### src/rtl/md5_search_ctrl.sv
// md5_search_ctrl: issues an inclusive candidate range into the MD5 pipeline
// at one value per clock. Tracks in-flight candidates with a valid shift
// register and captures the first candidate whose comparator result hits.
module md5_search_ctrl #(
  parameter int WIDTH      = 32,
  parameter int PIPE_DEPTH = 64
) (
  input  logic             CLK,
  input  logic             RST_N,
  input  logic             start,
  input  logic             abort,
  input  logic [WIDTH-1:0] range_lo,
  input  logic [WIDTH-1:0] range_hi,
  output logic [WIDTH-1:0] counter_out,
  output logic             valid_out,
  input  logic             match_in,
  output logic             busy,
  output logic             done,
  output logic             found,
  output logic [WIDTH-1:0] found_value
);

  typedef enum logic [1:0] {
    S_IDLE  = 2'd0,
    S_RUN   = 2'd1,
    S_DRAIN = 2'd2,
    S_DONE  = 2'd3
  } state_t;

  state_t                r_state;
  state_t                w_state_next;
  logic [WIDTH-1:0]      r_issue_cnt;
  logic [WIDTH-1:0]      r_check_cnt;
  logic [WIDTH-1:0]      r_hi;
  logic [WIDTH-1:0]      r_found_value;
  logic                  r_found;
  logic [PIPE_DEPTH-1:0] r_inflight;
  logic                  w_tail;
  logic                  w_accept;
  logic                  w_hit;
  logic                  w_issue_next;
  logic                  w_drain_empty;

  // Tail of the in-flight register marks the candidate whose result is on match_in.
  assign w_tail = r_inflight[PIPE_DEPTH-1];
  // In DRAIN nothing new enters, so the register empties when all but the tail are clear.
  assign w_drain_empty = (r_inflight[PIPE_DEPTH-2:0] == '0);

  assign counter_out = r_issue_cnt;
  assign found       = r_found;
  assign found_value = r_found_value;

  // State register.
  always_ff @(posedge CLK or negedge RST_N) begin
    if (!RST_N) begin
      r_state <= S_IDLE;
    end else begin
      r_state <= w_state_next;
    end
  end

  // Next state and status outputs; abort overrides every other decision.
  always_comb begin
    w_state_next = r_state;
    valid_out    = 1'b0;
    busy         = 1'b0;
    done         = 1'b0;
    w_accept     = 1'b0;
    w_hit        = 1'b0;
    w_issue_next = 1'b0;
    case (r_state)
      S_IDLE: begin
        if (start) begin
          w_accept     = 1'b1;
          w_state_next = (range_lo > range_hi) ? S_DONE : S_RUN;
        end
      end
      S_RUN: begin
        valid_out = 1'b1;
        busy      = 1'b1;
        if (w_tail && match_in) begin
          w_hit        = 1'b1;
          w_state_next = S_DONE;
        end else if (r_issue_cnt == r_hi) begin
          // Compare before increment so the top of the counter range never wraps.
          w_state_next = S_DRAIN;
        end else begin
          w_issue_next = 1'b1;
        end
      end
      S_DRAIN: begin
        busy = 1'b1;
        if (w_tail && match_in) begin
          w_hit        = 1'b1;
          w_state_next = S_DONE;
        end else if (w_drain_empty) begin
          w_state_next = S_DONE;
        end
      end
      S_DONE: begin
        done = 1'b1;
        if (start) begin
          w_accept     = 1'b1;
          w_state_next = (range_lo > range_hi) ? S_DONE : S_RUN;
        end
      end
      default: begin
        w_state_next = S_IDLE;
      end
    endcase
    if (abort) begin
      w_state_next = S_IDLE;
      w_accept     = 1'b0;
      w_hit        = 1'b0;
      w_issue_next = 1'b0;
    end
  end

  // In-flight valid shift register; emptied on abort and on a new sweep so stale results never qualify.
  always_ff @(posedge CLK or negedge RST_N) begin
    if (!RST_N) begin
      r_inflight <= '0;
    end else if (abort || w_accept) begin
      r_inflight <= '0;
    end else begin
      r_inflight <= {r_inflight[PIPE_DEPTH-2:0], valid_out};
    end
  end

  // Issue and check counters; check_cnt follows the candidate leaving the pipeline.
  always_ff @(posedge CLK or negedge RST_N) begin
    if (!RST_N) begin
      r_issue_cnt <= '0;
      r_check_cnt <= '0;
      r_hi        <= '0;
    end else if (w_accept) begin
      r_hi        <= range_hi;
      r_check_cnt <= range_lo;
      // An empty range never issues, so counter_out keeps its previous value.
      if (w_state_next == S_RUN) begin
        r_issue_cnt <= range_lo;
      end
    end else begin
      if (w_issue_next) begin
        r_issue_cnt <= r_issue_cnt + WIDTH'(1);
      end
      if (w_tail) begin
        r_check_cnt <= r_check_cnt + WIDTH'(1);
      end
    end
  end

  // Match capture: cleared by a new sweep, set by the first hit, held through abort.
  always_ff @(posedge CLK or negedge RST_N) begin
    if (!RST_N) begin
      r_found       <= 1'b0;
      r_found_value <= '0;
    end else if (w_accept) begin
      r_found       <= 1'b0;
      r_found_value <= '0;
    end else if (w_hit) begin
      r_found       <= 1'b1;
      r_found_value <= r_check_cnt;
    end
  end

endmodule

### config.mk
export PLATFORM = sky130hd
export DESIGN_NAME = md5_search_ctrl
export DESIGN_NICKNAME = d
export VERILOG_FILES = /design/src/rtl/md5_search_ctrl.sv
export SDC_FILE = /design/constraint.sdc
export NUM_CORES = 1
export LEC_CHECK = 0
export BUFFER_PORTS_ARGS = -buffer_cell sky130_fd_sc_hd__buf_2
export CAP_MARGIN = 10
export CORE_UTILIZATION = 50
export DETAILED_ROUTE_END_ITERATION = 7
export GPL_TIMING_DRIVEN = 0
export MAX_ROUTING_LAYER = met4
export PLACE_DENSITY = 0.74
export SLEW_MARGIN = 20
export SYNTH_ARGS = -nofsm -noshare
export SYNTH_HDL_FRONTEND = slang
export SYNTH_SLANG_ARGS = --single-unit
### constraint.sdc
create_clock -name CLK -period 2.85 [get_ports CLK]
set_clock_uncertainty 0.15 [all_clocks]
set_input_delay 0.57 -clock CLK [delete_from_list [all_inputs] [get_ports CLK]]
set_output_delay 0.57 -clock CLK [all_outputs]
set_load 0.02 [all_outputs]
==> results of run 1 <==
[power groups by stage]
| stage | clock (uW) | combinational, uW | sequential, uW |
|---|---|---|---|
| floorplan | 0 | 1980 | 4140 |
| global placement | 0 | 3140 | 4120 |
| detailed placement | 0 | 3200 | 4150 |
| CTS | 2520 | 3550 | 4130 |
| global route | 2620 | 4190 | 4240 |
| finish | 2490 | 3880 | 4160 |
[path summary, 6_finish.rpt]
kind                                              start                     endpoint  slack [ns]
worst max register to register  r_inflight[1]$_DFF_PN0_   counter_out[1]$_DFFE_PN0P_       -0.28
max in group asynchronous                         RST_N         r_state[0]$_DFF_PN0_        1.64
worst min register to register        found$_DFFE_PN0P_            found$_DFFE_PN0P_        0.33
worst min-delay path                              RST_N  found_value[26]$_DFFE_PN0P_       -0.02
worst max-delay path            r_inflight[1]$_DFF_PN0_   counter_out[1]$_DFFE_PN0P_       -0.28
min in group CLK                            range_hi[0]          r_hi[0]$_DFFE_PN0P_        0.22
[layer usage]
layer,GRT usage,up-vias
met3,0.0650,98
met4,0.144,0
met1,0.393,4166
met2,0.467,459
met5,-,-
li1,-,3822
[per-stage QoR]
stage / TNS, ns / area (um^2) / hold slack, ns / utilization
floorplan: -1.31 / 9750 / 0.124 / -
global placement: -468.94 / 10700 / 0.308 / 0.573
detailed placement: -60.10 / 10800 / 0.314 / 0.576
CTS: -1.69 / 11800 / 0.0253 / 0.631
global route: -9.11 / 12100 / 0.0572 / 0.645
finish: -5.96 / 12100 / -0.0185 / 0.645
[area by class of cell]
type | instances | share of cell area
Buffer | 42 | 0.0185
Inverter | 44 | 0.0162
Tap cell | 234 | 0.0243
Clock inverter | 15 | 0.0169
Antenna cell | 1 | 0.000207
Sequential cell | 195 | 0.404
Timing Repair Buffer | 164 | 0.0806
Clock buffer | 17 | 0.0353
Multi-Input combinational cell | 680 | 0.404
[kinds of logic after synthesis]
kind of cell / Yosys count
xor+xnor: 62
mux: 3
flops: 195
buf+inv: 90
simple gates: 335
fa+ha+maj: 37
compound gates: 243
[worst max-delay path: stages (launching register included)]
cell and delay, ns:
dfrtp_1 0.41, nor4_2 0.31, nand4_1 0.19, or4_4 0.59, a221oi_4 0.32, a21bo_1 0.25, buf_6 0.14, o31ai_4 0.21
buf_4 0.16, mux2_4 0.29
[Yosys cell counts, drive strengths merged, types with 8 or more instances]
cell type / count
dfrtp: 195
nand2: 89
o21ai: 72
and2: 69
a21oi: 66
nor2: 64
xor2: 46
inv: 44
clkbuf: 38
ha: 37
a22o: 34
nand4: 28
nor4: 27
nand3: 24
xnor2: 16
nor3: 12
a22oi: 11
o22ai: 11
buf: 8
[state kept, by name (all words and copies together), names as in the netlist]
register	count
r_state	2
r_hi	32
r_check_cnt	32
found	1
r_inflight	64
counter_out	32
found_value	32
[timing repair]
| action | in CTS | in global routing |
|---|---|---|
| hold endpoints to repair | 0 | 0 |
| setup buffers | 23 | 4 |
| cloned | 0 | 1 |
| setup endpoints to repair | 128 | 88 |
| pin swaps | 16 | 20 |
| gates resized for setup | 59 | 53 |
==> results.cfg, run 1 <==
[synthesis]
synthesis.area_um2 = 9560
synth.top_cells.by_area = dfrtp_1 (51%), ha_1 (4.8%), and2_1 (4.5%)
ys.flop_type = dfrtp_1
async_flop_share = 1.00
ys_seq_elements = 195
ys_seq_area_frac = 0.511
avgSynthCellArea_um2 = 9.90
ys_warn_count = 0
synth-xor-area-share = 0.0568
synth_compound_area_frac = 0.166
yosysTopAreaCell = dfrtp_1
synth.top_cell.area_share = 0.511
synth.mux.area_fraction = 0.00380
synth_nets = 1071
synth-edff-count = 0
yosys.area_share.simple = 0.178
synth_fa_ha_area_frac = 0.0484
synthCells = 965
synth_top_family_by_area = simple AND/OR/NAND/NOR gates
synth.distinct_cells = 60

[clock_network]
clk_path_buf_depth = 2
clock_latency_ns = 0.45
cts_tree = built
ctsHoldBuffers = 0
clock_sinks = 195
clk_pin_slew_ns = 0.08
cts-buffers-inserted = 17
cts-root-buf = clkbuf_16
htreeDepth = 4

[timing]
slew_violations = 0
finalCritPeriodShare = 1.10
setup_slack_ns = -0.277
fin_crit_ns = 3.13
fin_hold_ws_ns = -0.0185
rsz0062_at_grt = yes
fmax_mhz = 320
setup_viol_count_final = 32
maxSlewHeadroom = 0.314
worst_pin_slew_ns = 1.02
finalHoldViolations = 17

[critical_path]
crit_path_max_fanout = 6
cp-end-kind = flop
reg2regPathDepth = 9
crit_type = reg2reg
cp-start-kind = flop
cp.arrival_ns = 3.31
cp_data_required_time_ns = 3.03

[floorplanning]
die_x_um = 140
coreArea_um2 = 18700
rows = 50
num_io_pins = 137
dieArea_um2 = 19700
start_util = 0.511
die_h_um = 140

[power_and_ir_drop]
power_frac_seq = 0.395
p_int_uw = 6140
p_switching_uw = 4390
power.total_uw = 10500
p_leak_uw = 0.00559
p_clk_frac = 0.237
powerDensity_nw_per_um2 = 873
max-vdd-ir-drop_uv = 522
combPwrFrac = 0.368
switching_share = 0.417

[finish]
final_nets = 1250
drive_above_1_share = 0.274
final_cells = 1392
final_cell_mix = dfrtp_1 (195), buf_2 (138), nand2_1 (88), o21ai_0 (68), and2_1 (67)
syn_to_final_growth_pct = 26.2
multi_input_area_um2 = 4870
layout_commonest_cell = dfrtp_1
regArea_um2 = 4880
nFillCells = 1485

[run_status]
status = finished, violations left
violations = negative hold slack, negative setup slack

[drt]
vias = 8545
vias_per_cell = 6.14
wl_per_cell_um = 20.6
drc = 0
ant_nets = 0
wl_met1_um = 11700
first_iter_violations = 755
wl_met2_um = 13300
first_pass_iters = 5
wirelength_um = 28600
wl_met3_um = 2310
top_layer = met4

[placed_design]
place.gp.congestion = 0.947
hpwl_um = 20500
numPlacedInstances = 1335
pre_cts_slack_ns = -1.01
portBuffers = 135

[flow_run]
drv_cap = 0

[global_route]
antenna_found_initial = 1
grt_max_degree = 100
grt-ovfl-total = 0
grtUsageTotal = 0.307
grt_pass1_wl_um = 44500
grt_pass1_vias = 8254

[worst_hold_path]
hold_class = in2async
Note: power is estimated with default switching activity, not from simulation.
==> inputs of run 2 (changes only) <==
--- a/config.mk
+++ b/config.mk
@@ -11,7 +11,8 @@
 export DETAILED_ROUTE_END_ITERATION = 7
 export GPL_TIMING_DRIVEN = 0
 export MAX_ROUTING_LAYER = met4
-export PLACE_DENSITY = 0.74
+export PLACE_DENSITY = 0.7
+export SKIP_CTS_REPAIR_TIMING = 1
 export SLEW_MARGIN = 20
 export SYNTH_ARGS = -nofsm -noshare
 export SYNTH_HDL_FRONTEND = slang
==> run 2 against run 1 <==
  * The flow finishes with violations (design-rule violations, negative hold slack, negative setup slack)
  * Global-route usage is 0.43 points lower
  * Via count is 0.67% lower
  * Final cell count is 0.50% higher
  * Non-clock buffer count is 8 higher
  * Largest power group unchanged
  * Clock-buffer cell count is 2 higher
  * Setup slack worse by 0.040 ns
  * Hold slack worse by 0.028 ns
  * Cell area is 0.82% higher
  * Sequential power hardly changed
  * Wire length is 3.2% higher
  * Sequential cell count stayed put
  * Critical path depth is 1 higher
==> results.cfg, run 2 (same netlist as run 1, synthesis figures left out) <==
[finish]
largest_reg_flops = 64
drive_above_1_share = 0.271
regMostFlops = r_inflight
final_cells = 1399
layout_commonest_cell = dfrtp_1
final_cell_mix = dfrtp_1 (195), buf_2 (134), nand2_1 (88), o21ai_0 (68), and2_1 (67)
nFillCells = 1520
final_util = 0.650
diodes = 0
syn_to_final_growth_pct = 27.3
final_nets = 1258

[drt]
vias = 8488
ant_nets = 0
wl_per_cell_um = 21.1
wirelength_um = 29500
first_pass_iters = 8
first_iter_violations = 756
vias_per_cell = 6.07
drc = 1

[critical_path]
cp-start-kind = flop
setup.worst_path.start = counter_out[14]$_DFFE_PN0P_
crit_type = reg2reg
cpPeakStageDelay_ns = 0.48
cp-end-kind = flop
reg2reg_from = counter_out[14]$_DFFE_PN0P_
critPathSlowestCell = dfrtp_1
crit_path_max_fanout = 8
cp.arrival_ns = 3.36
crit_chain = xor2_1 > nor4_2 > nand4_1 > nor2_4 > o221ai_4 > clkinv_4 > o31ai_4 > buf_12 > buf_4 > a22o_4
cp_data_required_time_ns = 3.04

[power_and_ir_drop]
max-vdd-ir-drop_uv = 596
powerDensity_nw_per_um2 = 883
p_leak_uw = 0.00565

[global_route]
grtUsageTotal = 0.303
grt_pass1_vias = 7813
grt_pass1_wl_um = 43600
grt-ovfl-total = 0
antenna_found_initial = 0
grt_max_degree = 102

[timing]
setup_slack_ns = -0.317
fin_crit_ns = 3.17
maxSlewHeadroom = 0.503
finalCritPeriodShare = 1.11
worst_pin_slew_ns = 0.746
slew_violations = 0
fmax_mhz = 316
setup_viol_count_final = 32
finalHoldViolations = 15
fin_hold_ws_ns = -0.0464
rsz0062_at_grt = yes

[floorplanning]
dieArea_um2 = 19700
rows = 50
start_util = 0.511
die_h_um = 140
die_x_um = 140
num_io_pins = 137
coreArea_um2 = 18700

[run_status]
status = finished, violations left
violations = design-rule violations, negative hold slack, negative setup slack

[flow_run]
drv_cap = 0

[placed_design]
portBuffers = 135
pre_cts_slack_ns = -1.02
place.gp.congestion = 0.955
numPlacedInstances = 1336
hpwl_um = 20400

[clock_network]
clock_sinks = 195
clock_latency_ns = 0.45
cts-buffers-inserted = 17
clk_pin_slew_ns = 0.08
htreeDepth = 4
cts_tree = built
cts-root-buf = clkbuf_16
clk_path_buf_depth = 2

[worst_hold_path]
hold_class = in2async
run 2: layer usage:
layer	vias up	global-route usage	routed length (um)
met5	-	-	0
met4	0	0.141	1420
met3	110	0.0605	2620
met2	475	0.462	13400
met1	4086	0.389	12100
li1	3817	-	-
run 2: path summary, 6_finish.rpt:
kind / to / slack (ns) / depth (start not counted)
setup / recovery: counter_out[18]$_DFFE_PN0P_ / -0.32 / 10
hold / removal: found_value[30]$_DFFE_PN0P_ / -0.05 / 1
setup reg to reg: counter_out[18]$_DFFE_PN0P_ / -0.32 / 10
hold reg to reg: r_inflight[8]$_DFF_PN0_ / 0.33 / 1
max in group asynchronous: r_check_cnt[1]$_DFFE_PN0P_ / 1.61 / 2
min in group CLK: r_hi[0]$_DFFE_PN0P_ / 0.18 / 3
run 2: worst max-delay path: cells and delay by family, from the launching register on:
family / cells / cell delay (ns)
AND/OR/NAND/NOR: 3 / 1.21
XOR/XNOR: 1 / 0.22
flip-flops: 1 / 0.48
AO/OA/AOI/OAI: 3 / 0.53
buffers and inverters: 3 / 0.45
run 2: stage by stage:
stage	hold WS [ns]	instance area [um^2]	TNS, ns	power, uW
after floorplan	0.124	9750	-1.31	6120
after global placement	0.309	10700	-479.95	7290
after detailed placement	0.318	10800	-61.56	7360
after CTS	0.0256	11400	-55.66	9870
after global routing	0.0355	12200	-10.97	11200
final	-0.0464	12200	-7.69	10700
run 2: layout make-up:
class | count | area, um^2 | area share
Clock inverter | 13 | 165 | 0.0136
Tap cell | 234 | 293 | 0.0241
Buffer | 42 | 216 | 0.0178
Timing Repair Buffer | 172 | 1060 | 0.0875
Sequential cell | 195 | 4880 | 0.401
Inverter | 44 | 200 | 0.0165
Clock buffer | 19 | 443 | 0.0364
Multi-Input combinational cell | 680 | 4900 | 0.403
run 2: report_power, final:
group,internal (uW),switching (uW)
registers,3380,780
logic,1630,2440
clock network,1350,1150
total,6370,4380
==> inputs of run 3 (changes only) <==
--- a/config.mk
+++ b/config.mk
@@ -5,13 +5,14 @@
 export SDC_FILE = /design/constraint.sdc
 export NUM_CORES = 1
 export LEC_CHECK = 0
+export ABC_AREA = 1
 export BUFFER_PORTS_ARGS = -buffer_cell sky130_fd_sc_hd__buf_2
 export CAP_MARGIN = 10
 export CORE_UTILIZATION = 50
 export DETAILED_ROUTE_END_ITERATION = 7
 export GPL_TIMING_DRIVEN = 0
 export MAX_ROUTING_LAYER = met4
-export PLACE_DENSITY = 0.7
+export PLACE_DENSITY = 0.69
 export SKIP_CTS_REPAIR_TIMING = 1
 export SLEW_MARGIN = 20
 export SYNTH_ARGS = -nofsm -noshare
==> run 3 against run 2 <==
  * The flow now finishes without violations
  * Hold slack better by 0.26 ns
  * Core utilization is 5.0 points lower
  * Global-route usage is 2.5 points lower
  * Largest cell class is now sequential cells
  * Via count is 11% higher
  * Sequential cell count stayed put
  * Clock-buffer cell count stayed put
  * Clock power is 4% lower
  * Final cell count is 30% higher
==> results.cfg, run 3 <==
[critical_path]
path_buf_inv = 2
rrSetupSlack_ns = 0.30
cp-end-kind = flop
crit_chain = inv_1 > ha_1 > nand2_1 > nor2_2 > clkbuf_1 > nand2_1 > o21ai_0 > nand2_1 > nand2_1
cp_top_family = simple AND/OR/NAND/NOR gates
critPathSlowestCell = clkbuf_1
cp.arrival_ns = 2.77
crit_path_max_fanout = 10
cpPeakStageDelay_ns = 0.49
cp-start-kind = flop
crit_type = reg2reg
cp_common_cell = nand2_1
cp_data_required_time_ns = 3.08

[floorplanning]
coreArea_um2 = 20500
start_util = 0.517
num_io_pins = 137
rows = 52
dieArea_um2 = 21800
die_h_um = 148
die_x_um = 148

[power_and_ir_drop]
max-vdd-ir-drop_uv = 409
p_int_uw = 5960
combPwrFrac = 0.373
p_switching_uw = 4270
p_leak_uw = 0.00633
p_clk_frac = 0.237
power_frac_seq = 0.390
switching_share = 0.417
powerDensity_nw_per_um2 = 832

[drt]
first_iter_violations = 762
ant_nets = 0
wl_per_cell_um = 15.5
drc = 0
first_pass_iters = 5
vias_per_cell = 5.19
wirelength_um = 28100
vias = 9437

[global_route]
grtUsageTotal = 0.278
grt_pass1_vias = 8767
grt-ovfl-total = 0
grt_max_degree = 100
antenna_found_initial = 3
grt_pass1_wl_um = 45200

[finish]
final_cell_mix = nand2_1 (317), dfrtp_1 (195), inv_1 (186), nor2_1 (165), buf_2 (144)
regArea_um2 = 4880
nFillCells = 1983
syn_to_final_growth_pct = 15.9
multi_input_area_um2 = 4770
regMostFlops = r_inflight
final_nets = 1637
layout_commonest_cell = nand2_1
drive_above_1_share = 0.150
largest_reg_flops = 64

[synthesis]
ys_seq_area_frac = 0.460
synth.top_cell.area_share = 0.460
synth-edff-count = 0
synthesis.area_um2 = 10600
synth_most_common_cell = nand2_1
ys.flop_type = dfrtp_1
synthCells = 1373
synth_nets = 1479
avgSynthCellArea_um2 = 7.72
yosysTopAreaCell = dfrtp_1
async_flop_share = 1.00
synth.distinct_cells = 38
ys_seq_elements = 195
ys_warn_count = 0
synth_common_cells = nand2_1 (317), dfrtp_1 (195), inv_1 (186)
synth.top_cells.by_area = dfrtp_1 (46%), nand2_1 (11%), inv_1 (6.6%)

[timing]
setup_tns_ns = 0
setup_viol_count_final = 0
maxSlewHeadroom = 0.566
finalCritPeriodShare = 0.894
finalHoldViolations = 0
setup_slack_ns = 0.303
worst_pin_slew_ns = 0.651
rsz0062_at_grt = no
slew_violations = 0
fmax_mhz = 393
fin_crit_ns = 2.55

[clock_network]
clk_path_buf_depth = 2
cts_tree = built
cts-buffers-inserted = 17
clock_latency_ns = 0.44
clk_pin_slew_ns = 0.07
clock_sinks = 195
cts-root-buf = clkbuf_16
htreeDepth = 4

[run_status]
status = complete, no violations

[flow_run]
drv_cap = 0

[worst_hold_path]
hold_class = in2reg

[placed_design]
pre_cts_slack_ns = -0.102
portBuffers = 136
hpwl_um = 21100
place.gp.congestion = 0.920
## run 3: worst paths after layout
kind | start | endpoint | cells past startpoint
max in group asynchronous | RST_N | r_check_cnt[20]$_DFFE_PN0P_ | 3
hold reg to reg | found$_DFFE_PN0P_ | found$_DFFE_PN0P_ | 2
min in group asynchronous | RST_N | r_inflight[12]$_DFF_PN0_ | 2
hold / removal | range_hi[13] | r_hi[13]$_DFFE_PN0P_ | 3
setup / recovery | r_state[0]$_DFF_PN0_ | counter_out[12]$_DFFE_PN0P_ | 9
setup reg to reg | r_state[0]$_DFF_PN0_ | counter_out[12]$_DFFE_PN0P_ | 9
## run 3: cell families (layout without fill, tap and decap cells)
logic type	Yosys count	in the layout	share of synthesized area
AOI/OAI and AO/OA	174	174	0.0880
adders and majority gates	37	37	0.0437
xor gates and xnor gates	47	47	0.0388
buffers and inverters	247	418	0.0906
DFF	195	195	0.460
and+or+nand+nor	673	673	0.279
other	0	3	0
## run 3: power groups by stage
stage	Combinational, uW	Sequential, uW	Clock (uW)
final	3820	3990	2420
after global routing	4290	4080	2560
after CTS	3790	3970	2450
after detailed placement	3770	4020	0
after global placement	3690	4010	0
after floorplan	2540	4070	0
## run 3: stage by stage
| step | util | power [uW] | hold WS, ns | std cells | area [um^2] |
|---|---|---|---|---|---|
| detailed placement | 0.570 | 7780 | 0.212 | 1781 | 11700 |
| global route | 0.600 | 10900 | 0.231 | 1817 | 12300 |
| CTS | 0.599 | 10200 | -0.262 | 1813 | 12300 |
| global placement | 0.567 | 7700 | 0.302 | 1779 | 11600 |
| floorplan | - | 6600 | 0.124 | 1373 | 10600 |
| finish | 0.600 | 10200 | 0.211 | 1817 | 12300 |
## run 3: layout make-up
class	instances	area share
plain buffers	53	0.0192
clock buffers	19	0.0360
multi-input cells	931	0.388
inverters	194	0.0592
flip-flops and latches	195	0.397
diodes	3	0.000611
repair buffers	139	0.0615
clock inverters	13	0.0114
well taps	270	0.0275
## run 3: layer usage
| metal | global-route usage | vias to the layer above | wire (um) |
|---|---|---|---|
| met5 | - | - | 0 |
| met4 | 0.106 | 0 | 719 |
| met3 | 0.0531 | 48 | 1890 |
| met2 | 0.402 | 304 | 12300 |
| met1 | 0.385 | 4397 | 13200 |
| li1 | - | 4688 | - |
## run 3: tightest hold or removal path, delay by kind of cell
family,cells,cell delay [ns]
buffers and inverters,1,0.09
AOI/OAI and AO/OA,1,0.06
and+or+nand+nor,1,0.04
